### src/rtl/load_store_unit.sv
// load_store_unit: turns core load/store requests into word accesses on a
// 2^WORDS x 32 memory that samples on negedge. Sub-word stores use
// read-modify-write. Loads return the selected lane, sign or zero extended.

module load_store_unit #(
  parameter int WORDS      = 10,
  parameter int ADDR_WIDTH = 32
) (
  input  logic                  clk_i,
  input  logic                  reset_i,
  input  logic                  req_i,
  input  logic                  we_i,
  input  logic [2:0]            funct3_i,
  input  logic [ADDR_WIDTH-1:0] addr_i,
  input  logic [31:0]           wdata_i,
  output logic [31:0]           rdata_o,
  output logic                  done_o,
  output logic                  err_o,
  output logic                  busy_o,
  output logic [WORDS-1:0]      mem_addr_o,
  output logic [31:0]           mem_data_o,
  output logic                  mem_rd_o,
  output logic                  mem_wr_o,
  input  logic [31:0]           mem_data_i
);

  typedef enum logic [2:0] {
    IDLE = 3'd0,
    RD   = 3'd1,
    DATA = 3'd2,
    WR   = 3'd3,
    DONE = 3'd4
  } state_t;

  state_t           state_q, state_d;
  logic [1:0]       lane_q, lane_d;
  logic [2:0]       funct3_q, funct3_d;
  logic             we_q, we_d;
  logic [15:0]      wdata_q, wdata_d;
  logic [31:0]      rdata_q, rdata_d;
  logic             done_q, done_d;
  logic             err_q, err_d;
  logic [WORDS-1:0] mem_addr_q, mem_addr_d;
  logic [31:0]      mem_data_q, mem_data_d;
  logic             mem_rd_q, mem_rd_d;
  logic             mem_wr_q, mem_wr_d;

  logic [7:0]       lane_byte;
  logic [15:0]      lane_half;
  logic [31:0]      load_val;
  logic [31:0]      merged;

  // Address bits above the memory window only wrap; they carry no information.
  logic unused_addr_bits;
  assign unused_addr_bits = ^addr_i[ADDR_WIDTH-1:WORDS+2];

  // Size/alignment legality of a request; stores have no unsigned variants.
  function automatic logic access_err(input logic we, input logic [2:0] f3,
                                      input logic [1:0] a);
    logic e;
    case (f3)
      3'b000:  e = 1'b0;
      3'b001:  e = a[0];
      3'b010:  e = (a != 2'b00);
      3'b100:  e = we;
      3'b101:  e = we | a[0];
      default: e = 1'b1;
    endcase
    return e;
  endfunction

  // Lane extraction, extension and read-modify-write merge of the read word.
  always_comb begin
    lane_half = lane_q[1] ? mem_data_i[31:16] : mem_data_i[15:0];
    case (lane_q)
      2'd0:    lane_byte = mem_data_i[7:0];
      2'd1:    lane_byte = mem_data_i[15:8];
      2'd2:    lane_byte = mem_data_i[23:16];
      default: lane_byte = mem_data_i[31:24];
    endcase
    case (funct3_q[1:0])
      2'b00:   load_val = {{24{~funct3_q[2] & lane_byte[7]}}, lane_byte};
      2'b01:   load_val = {{16{~funct3_q[2] & lane_half[15]}}, lane_half};
      default: load_val = mem_data_i;
    endcase
    merged = mem_data_i;
    if (funct3_q[1:0] == 2'b00) begin
      merged[{lane_q, 3'b000} +: 8] = wdata_q[7:0];
    end else if (lane_q[1]) begin
      merged[31:16] = wdata_q;
    end else begin
      merged[15:0] = wdata_q;
    end
  end

  // Next-state and next-output logic; strobes default inactive so each lasts one cycle.
  always_comb begin
    state_d    = state_q;
    lane_d     = lane_q;
    funct3_d   = funct3_q;
    we_d       = we_q;
    wdata_d    = wdata_q;
    rdata_d    = rdata_q;
    done_d     = 1'b0;
    err_d      = err_q;
    mem_addr_d = mem_addr_q;
    mem_data_d = mem_data_q;
    mem_rd_d   = 1'b1;
    mem_wr_d   = 1'b1;
    case (state_q)
      IDLE: begin
        if (req_i) begin
          lane_d     = addr_i[1:0];
          funct3_d   = funct3_i;
          we_d       = we_i;
          wdata_d    = wdata_i[15:0];
          mem_addr_d = addr_i[WORDS+1:2];
          err_d      = access_err(we_i, funct3_i, addr_i[1:0]);
          if (access_err(we_i, funct3_i, addr_i[1:0])) begin
            state_d = DONE;
            done_d  = 1'b1;
          end else if (we_i && (funct3_i == 3'b010)) begin
            state_d    = WR;
            mem_wr_d   = 1'b0;
            mem_data_d = wdata_i;
          end else begin
            state_d  = RD;
            mem_rd_d = 1'b0;
          end
        end
      end
      RD: begin
        state_d = DATA;
      end
      DATA: begin
        if (we_q) begin
          state_d    = WR;
          mem_wr_d   = 1'b0;
          mem_data_d = merged;
        end else begin
          state_d = DONE;
          rdata_d = load_val;
          done_d  = 1'b1;
        end
      end
      WR: begin
        state_d = DONE;
        done_d  = 1'b1;
      end
      DONE: begin
        state_d = IDLE;
      end
      default: begin
        state_d = IDLE;
      end
    endcase
  end

  // All state and outputs registered; reset drops strobes immediately.
  always_ff @(posedge clk_i or posedge reset_i) begin
    if (reset_i) begin
      state_q    <= IDLE;
      lane_q     <= 2'd0;
      funct3_q   <= 3'd0;
      we_q       <= 1'b0;
      wdata_q    <= 16'd0;
      rdata_q    <= 32'd0;
      done_q     <= 1'b0;
      err_q      <= 1'b0;
      mem_addr_q <= '0;
      mem_data_q <= 32'd0;
      mem_rd_q   <= 1'b1;
      mem_wr_q   <= 1'b1;
    end else begin
      state_q    <= state_d;
      lane_q     <= lane_d;
      funct3_q   <= funct3_d;
      we_q       <= we_d;
      wdata_q    <= wdata_d;
      rdata_q    <= rdata_d;
      done_q     <= done_d;
      err_q      <= err_d;
      mem_addr_q <= mem_addr_d;
      mem_data_q <= mem_data_d;
      mem_rd_q   <= mem_rd_d;
      mem_wr_q   <= mem_wr_d;
    end
  end

  assign rdata_o    = rdata_q;
  assign done_o     = done_q;
  assign err_o      = err_q;
  assign busy_o     = (state_q != IDLE);
  assign mem_addr_o = mem_addr_q;
  assign mem_data_o = mem_data_q;
  assign mem_rd_o   = mem_rd_q;
  assign mem_wr_o   = mem_wr_q;

endmodule

### config.mk
export PLATFORM = sky130hd
export DESIGN_NAME = load_store_unit
export DESIGN_NICKNAME = d
export VERILOG_FILES = /design/src/rtl/load_store_unit.sv
export SDC_FILE = /design/constraint.sdc
export NUM_CORES = 1
export LEC_CHECK = 0
export BUFFER_PORTS_ARGS = -buffer_cell sky130_fd_sc_hd__buf_2
export CORE_MARGIN = 1.5
export CORE_UTILIZATION = 56
export DETAILED_ROUTE_END_ITERATION = 16
export PLACE_DENSITY = 0.95
export SKIP_LAST_GASP = 1
export SYNTH_ARGS = -nofsm -noshare
export SYNTH_HDL_FRONTEND = slang
export SYNTH_SLANG_ARGS = --single-unit
### constraint.sdc
create_clock -name clk_i -period 8.06 [get_ports clk_i]
set_input_delay 1.612 -clock clk_i [delete_from_list [all_inputs] [get_ports clk_i]]
set_output_delay 1.612 -clock clk_i [all_outputs]
set_load 0.03 [all_outputs]
==> flow_summary.toml, run 1 <==
[routing]
drt_drc_violations_left = 0
drt-wirelength-per-cell_um = 20.6
vias_per_cell = 6.48
firstDrtPassIters = 5
routed-via-count = 5590
drt-total-wl_um = 17800
final_antenna_net_count = 0
drt_first_iter_violations = 608

[clocking]
clock_tree.htree_level_count = 3
cts_buffer_depth = 2
cts_hold_bufs = 0
postCtsSetupBuffers = 0
clkSinkCount = 103
cts_inserted_buffers = 9
post_cts_resize_count = 0
tritoncts = "done"
clk_transition_reported_paths_ps = 90
clock_latency_on_the_worst_skew_pair_ps = 380
cts-root-buf = "sky130_fd_sc_hd__clkbuf_8"

[sta]
finalHoldViolCount = 0
final.setup_skew_ps = 17.0
finalCritPeriodShare = 0.466
finalCriticalPeriod_ps = 3750
final.setup.tns_ps = 0
postLayoutSetupSlackWorst_ps = 4310
fin_worst_hold_slack_ps = 487
setup_viol = 0
maximum_frequency_from_static_timing_analysis_mhz = 266
timing.max_slew.rel_slack = 0.113
rsz0062_at_grt = "false"
maxSlewViolCount = 0
max_slew.worst_pin.slew_ps = 1310

[placed_design]
numPortBuffers = 161
finalWeightedCongestion = 0.940
detailedPlace.worstSlack_ps = 4420
detailed_place_hpwl_um = 12700
placement.cell_area_mm2 = 0.00688

[synth]
ys_dominant_reg_cell = "sky130_fd_sc_hd__dfrtp_1"
synth_top_cells_by_count = "sky130_fd_sc_hd__dfrtp_1 (101), sky130_fd_sc_hd__mux2_2 (65), sky130_fd_sc_hd__o21ai_0 (56)"
netlist_area_mm2 = 0.00603
post_synth_top_area_cell = "sky130_fd_sc_hd__dfrtp_1"
postSynthRegisterBits = 103
synth.yosys.seq_area_share = 0.428
synth-edff-count = 0
asyncSetResetFlopFracSynth = 1.00
synthDominantCellAreaShare = 0.419
syn_inst = 593
mappedNetlistNets = 702
synth-warning-count = 0
postSynthAreaPerCell_um2 = 10.2
netlist_top_cells_area = "sky130_fd_sc_hd__dfrtp_1 (42%), sky130_fd_sc_hd__mux2_2 (12%), sky130_fd_sc_hd__mux2_4 (7.2%)"
most_repeated_cell_in_the_gate_level_netlist_after_synthesis = "sky130_fd_sc_hd__dfrtp_1"
synth.distinct_cells = 43

[power_and_ir_drop]
power.density_mw_per_mm2 = 429
seq_power_share = 0.337
total_power_uw = 3010
internal_power_uw = 1560
net-switching-power_uw = 1450
p_leak_uw = 0.00339
comb_power_share = 0.569
vdd_ir_drop_max_v = 0.000266
clockPowerShare = 0.094
netSwitchingFraction = 0.483

[worst_setup_path]
worst-endpoint-arrival_ps = 4080
crit_type = "reg2reg"
worst-r2r-cell-count = 6
setup.worst_path.end = "mem_data_o[3]"
r2r-end = "mem_data_o[3]"
cp-end-kind = "register"
rrSetupSlack_ps = 4310
critPathLaunchType = "register"
reg2reg_launch_point = "lane_q[1]"
critical_path.max_fanout = 56
worstSetupStartpoint = "lane_q[1]"
worst-endpoint-required_ps = 8380

[die]
initial_utilization = 0.582
die_area_mm2 = 0.0114
floorplan.rows = 37
die_height_um = 107
core-area_mm2 = 0.0104
ioPinCount = 182
dieWidth_um = 107

[hold_path]
worstHoldPathType = "reg2reg"

[layout]
area_growth_syn_to_layout_pct = 16.5
layout.nets = 831
antennaDiodeCount = 0
drive_gt1_frac = 0.398
fill_cells = 818
final_design_area_excluding_fillers_mm2 = 0.00703

[run]
maxCapViolations = 0

[status]
status = "finished clean"

[global_routing]
antenna_violations_before_repair = 0
grt_first_pass_wirelength_um = 28100
gr-total-overflow = 0
grtUsageTotal = 0.317
first_global_vias = 5490
grt_max_degree = 64
-- worst max-delay path, stage by stage, from the launching register on --
cell and delay, ps:
sky130_fd_sc_hd__dfrtp_2 1090, sky130_fd_sc_hd__inv_1 400, sky130_fd_sc_hd__ha_1 440, sky130_fd_sc_hd__nor4bb_1 1100
sky130_fd_sc_hd__a221oi_1 260, sky130_fd_sc_hd__o22ai_1 230, sky130_fd_sc_hd__mux2_4 180
-- cells by family (layout without fill, tap and decap cells) --
kind of cell | count (synthesis) | in the layout | synth area share
AOI/OAI and AO/OA | 192 | 192 | 0.211
buffers and inverters | 104 | 238 | 0.0707
DFF | 103 | 103 | 0.428
muxes | 95 | 95 | 0.195
and+or+nand+nor | 93 | 93 | 0.0827
adders and majority gates | 6 | 6 | 0.0124
-- flip-flops by register name (all words and copies together), names as in the netlist, 2 cells and up --
register,flops
funct3_q,3
lane_q,2
mem_data_o,32
state_q,3
mem_addr_o,10
wdata_q,16
rdata_o,32
-- how the worst min path moves through the flow --
stage	startpoint	endpoint	slack [ps]	depth (start not counted)
after global routing	rdata_o[23]	rdata_o[23]	530	2
after CTS	rdata_o[6]	rdata_o[6]	490	2
after detailed placement	rdata_o[6]	rdata_o[6]	470	2
after floorplan	wdata_q[10]	wdata_q[10]	490	1
final	rdata_o[6]	rdata_o[6]	490	2
after global placement	rdata_o[6]	rdata_o[6]	470	2
-- metrics by stage --
stage               std cells   util
floorplan                 593      -
global placement          847  0.663
detailed placement        847  0.663
CTS                       863  0.678
global route              863  0.678
finish                    863  0.678
-- power by group through the flow --
stage / clock (uW) / combinational [uW] / sequential (uW)
2_1_floorplan: 0 / 973 / 1270
3_3_place_gp: 0 / 1640 / 991
3_5_place_dp: 0 / 1690 / 1010
4_1_cts: 285 / 1700 / 1010
5_1_grt: 307 / 1830 / 1040
6_report: 285 / 1710 / 1010
-- cell type report --
class                   instances  area, um2  area share
inverters                      52        198      0.0281
well taps                     136        170      0.0242
clock inverters                 2       10.0     0.00142
repair buffers                170        873       0.124
multi-input cells             386       3060       0.435
clock buffers                  14        143      0.0203
flip-flops and latches        103       2580       0.367
-- cell usage in the layout (no fill, tap or decap), drive strengths merged, types with 2 or more instances in the layout --
cell	count
buf	170
nand2	30
dfstp	2
o311ai	2
clkinv	2
nor4bb	3
nor2	5
o21ai	57
a22oi	8
mux2	94
inv	52
ha	6
nand3	32
nor3	2
nand3b	8
nand2b	2
o22ai	39
clkbuf	14
or3	2
a221oi	45
a21oi	22
dfrtp	101
a22o	6
a211oi	2
a21boi	7
-- layer usage --
metal	wire length, um	share of wire	track usage
met4	676	0.038	0.138
met5	0	0	0
met1	7180	0.40	0.429
met2	8250	0.46	0.506
met3	1700	0.095	0.0517
Power figures use the tool's default switching activity.
==> run 2: changes to the inputs <==
CORE_UTILIZATION = 47   (was 56)
PLACE_DENSITY = 0.87   (was 0.95)
clock period = 3.2 ns   (was 8.06 ns; I/O delays follow)
==> flow_summary.toml, run 2 (synthesis gave the netlist of run 1 again) <==
[status]
status = "finished clean"

[die]
die_height_um = 116
core-area_mm2 = 0.0126
die_area_mm2 = 0.0135
ioPinCount = 182
floorplan.rows = 41
dieWidth_um = 116
initial_utilization = 0.480

[sta]
maximum_frequency_from_static_timing_analysis_mhz = 336
max_slew.worst_pin.slew_ps = 1310
maxSlewViolCount = 0
final.setup.tns_ps = 0
setup_viol = 0
finalHoldViolCount = 0
timing.max_slew.rel_slack = 0.115
rsz0062_at_grt = "false"
finalCriticalPeriod_ps = 2980
finalCritPeriodShare = 0.930
final.setup_skew_ps = 6.34

[worst_setup_path]
cpMaxStageDelayCell = "sky130_fd_sc_hd__nor4bb_1"
critPathLaunchType = "register"
timing.critical_path.cells = "inv_1 -> ha_1 -> nor4bb_1 -> a221oi_1 -> o22ai_1 -> mux2_2"
critical_path.max_fanout = 10
critical_path.top_delay_family = "simple AND/OR/NAND/NOR gates"
worst-path-buf-inv = 1
max_stage_delay_ps = 1100
cp-end-kind = "register"
crit_type = "reg2reg"
rrSetupSlack_ps = 220
worst-endpoint-arrival_ps = 3270
worst-endpoint-required_ps = 3490

[routing]
vias_per_cell = 6.00
routed-via-count = 5447
drt-wirelength-per-cell_um = 19.6
firstDrtPassIters = 5
drt_first_iter_violations = 565
drt-total-wl_um = 17800
final_antenna_net_count = 0
drt_drc_violations_left = 0

[clocking]
clock_tree.htree_level_count = 3
clkSinkCount = 103
postCtsSetupBuffers = 0
cts_buffer_depth = 2
clock_latency_on_the_worst_skew_pair_ps = 350
cts-root-buf = "sky130_fd_sc_hd__clkbuf_16"
cts_inserted_buffers = 9
clk_transition_reported_paths_ps = 70
post_cts_resize_count = 0
cts_hold_bufs = 0
tritoncts = "done"

[power_and_ir_drop]
internal_power_uw = 4550
net-switching-power_uw = 3680
p_leak_uw = 0.00353
clockPowerShare = 0.161
power.density_mw_per_mm2 = 1110
comb_power_share = 0.544
vdd_ir_drop_max_v = 0.000509
seq_power_share = 0.295
total_power_uw = 8230
netSwitchingFraction = 0.447

[global_routing]
grt_first_pass_wirelength_um = 27300
global_route.usage.met3 = 0.0633
grt_max_degree = 42
antenna_violations_before_repair = 2
grtUsageTotal = 0.267
groute.layer.met1.usage = 0.362
gr-total-overflow = 0
global_routing_usage_on_met2 = 0.405
first_global_vias = 5190
grt_busiest_layer = "met2"

[layout]
layout.cells.most_common_list = "sky130_fd_sc_hd__buf_2 (161), sky130_fd_sc_hd__dfrtp_1 (100), sky130_fd_sc_hd__mux2_2 (65)"
layout.nets = 838
layout.cells.non_filler = 908
drive_gt1_frac = 0.407
commonest_non_fill_non_tap_cell_in_the_layout = "sky130_fd_sc_hd__buf_2"
area_growth_syn_to_layout_pct = 22.3
fill_cells = 1067
final_design_area_excluding_fillers_mm2 = 0.00738

[run]
maxCapViolations = 0

[placed_design]
dp.cells = 890
detailed_place_hpwl_um = 12800
finalWeightedCongestion = 0.926
placement.cell_area_mm2 = 0.00701
numPortBuffers = 161

[hold_path]
worstHoldPathType = "in2async"
-- run 2: power by group through the flow --
stage               sequential (uW)  clock (uW)  combinational (uW)
detailed placement             2430           0                4430
global route                   2510        1390                4800
floorplan                      3210           0                2450
global placement               2410           0                4350
CTS                            2410        1340                4450
finish                         2430        1330                4470
-- run 2: path summary, 6_finish.rpt --
check                           start             end  cells after the start
max                         lane_q[1]  mem_data_o[30]                      6
max in group asynchronous     reset_i        mem_wr_o                      3
max reg2reg                 lane_q[1]  mem_data_o[30]                      6
min reg2reg                rdata_o[1]      rdata_o[1]                      2
min                           reset_i     rdata_o[29]                      2
min in group clk_i         rdata_o[1]      rdata_o[1]                      2
-- run 2: layout make-up --
class	count	area, um2	share of cell area
sequential	103	2580	0.350
clock buffer	10	229	0.0310
inverter	52	199	0.0270
antenna	2	5.00	0.000678
multi-input combinational	386	3050	0.414
tap	172	215	0.0292
timing repair buffer	177	963	0.131
clock inverter	6	133	0.0180
-- run 2: metal layers --
layer,vias to the layer above,routed length (um)
li1,2481,-
met1,2593,7450
met2,309,8010
met3,64,1640
met4,0,658
met5,-,0
-- run 2: per-stage QoR --
stage	hold WS, ps	setup WS, ps	util
2_1_floorplan	494	781	-
3_3_place_gp	460	494	0.558
3_5_place_dp	472	374	0.558
4_1_cts	487	350	0.587
5_1_grt	513	81.0	0.587
6_report	476	224	0.587
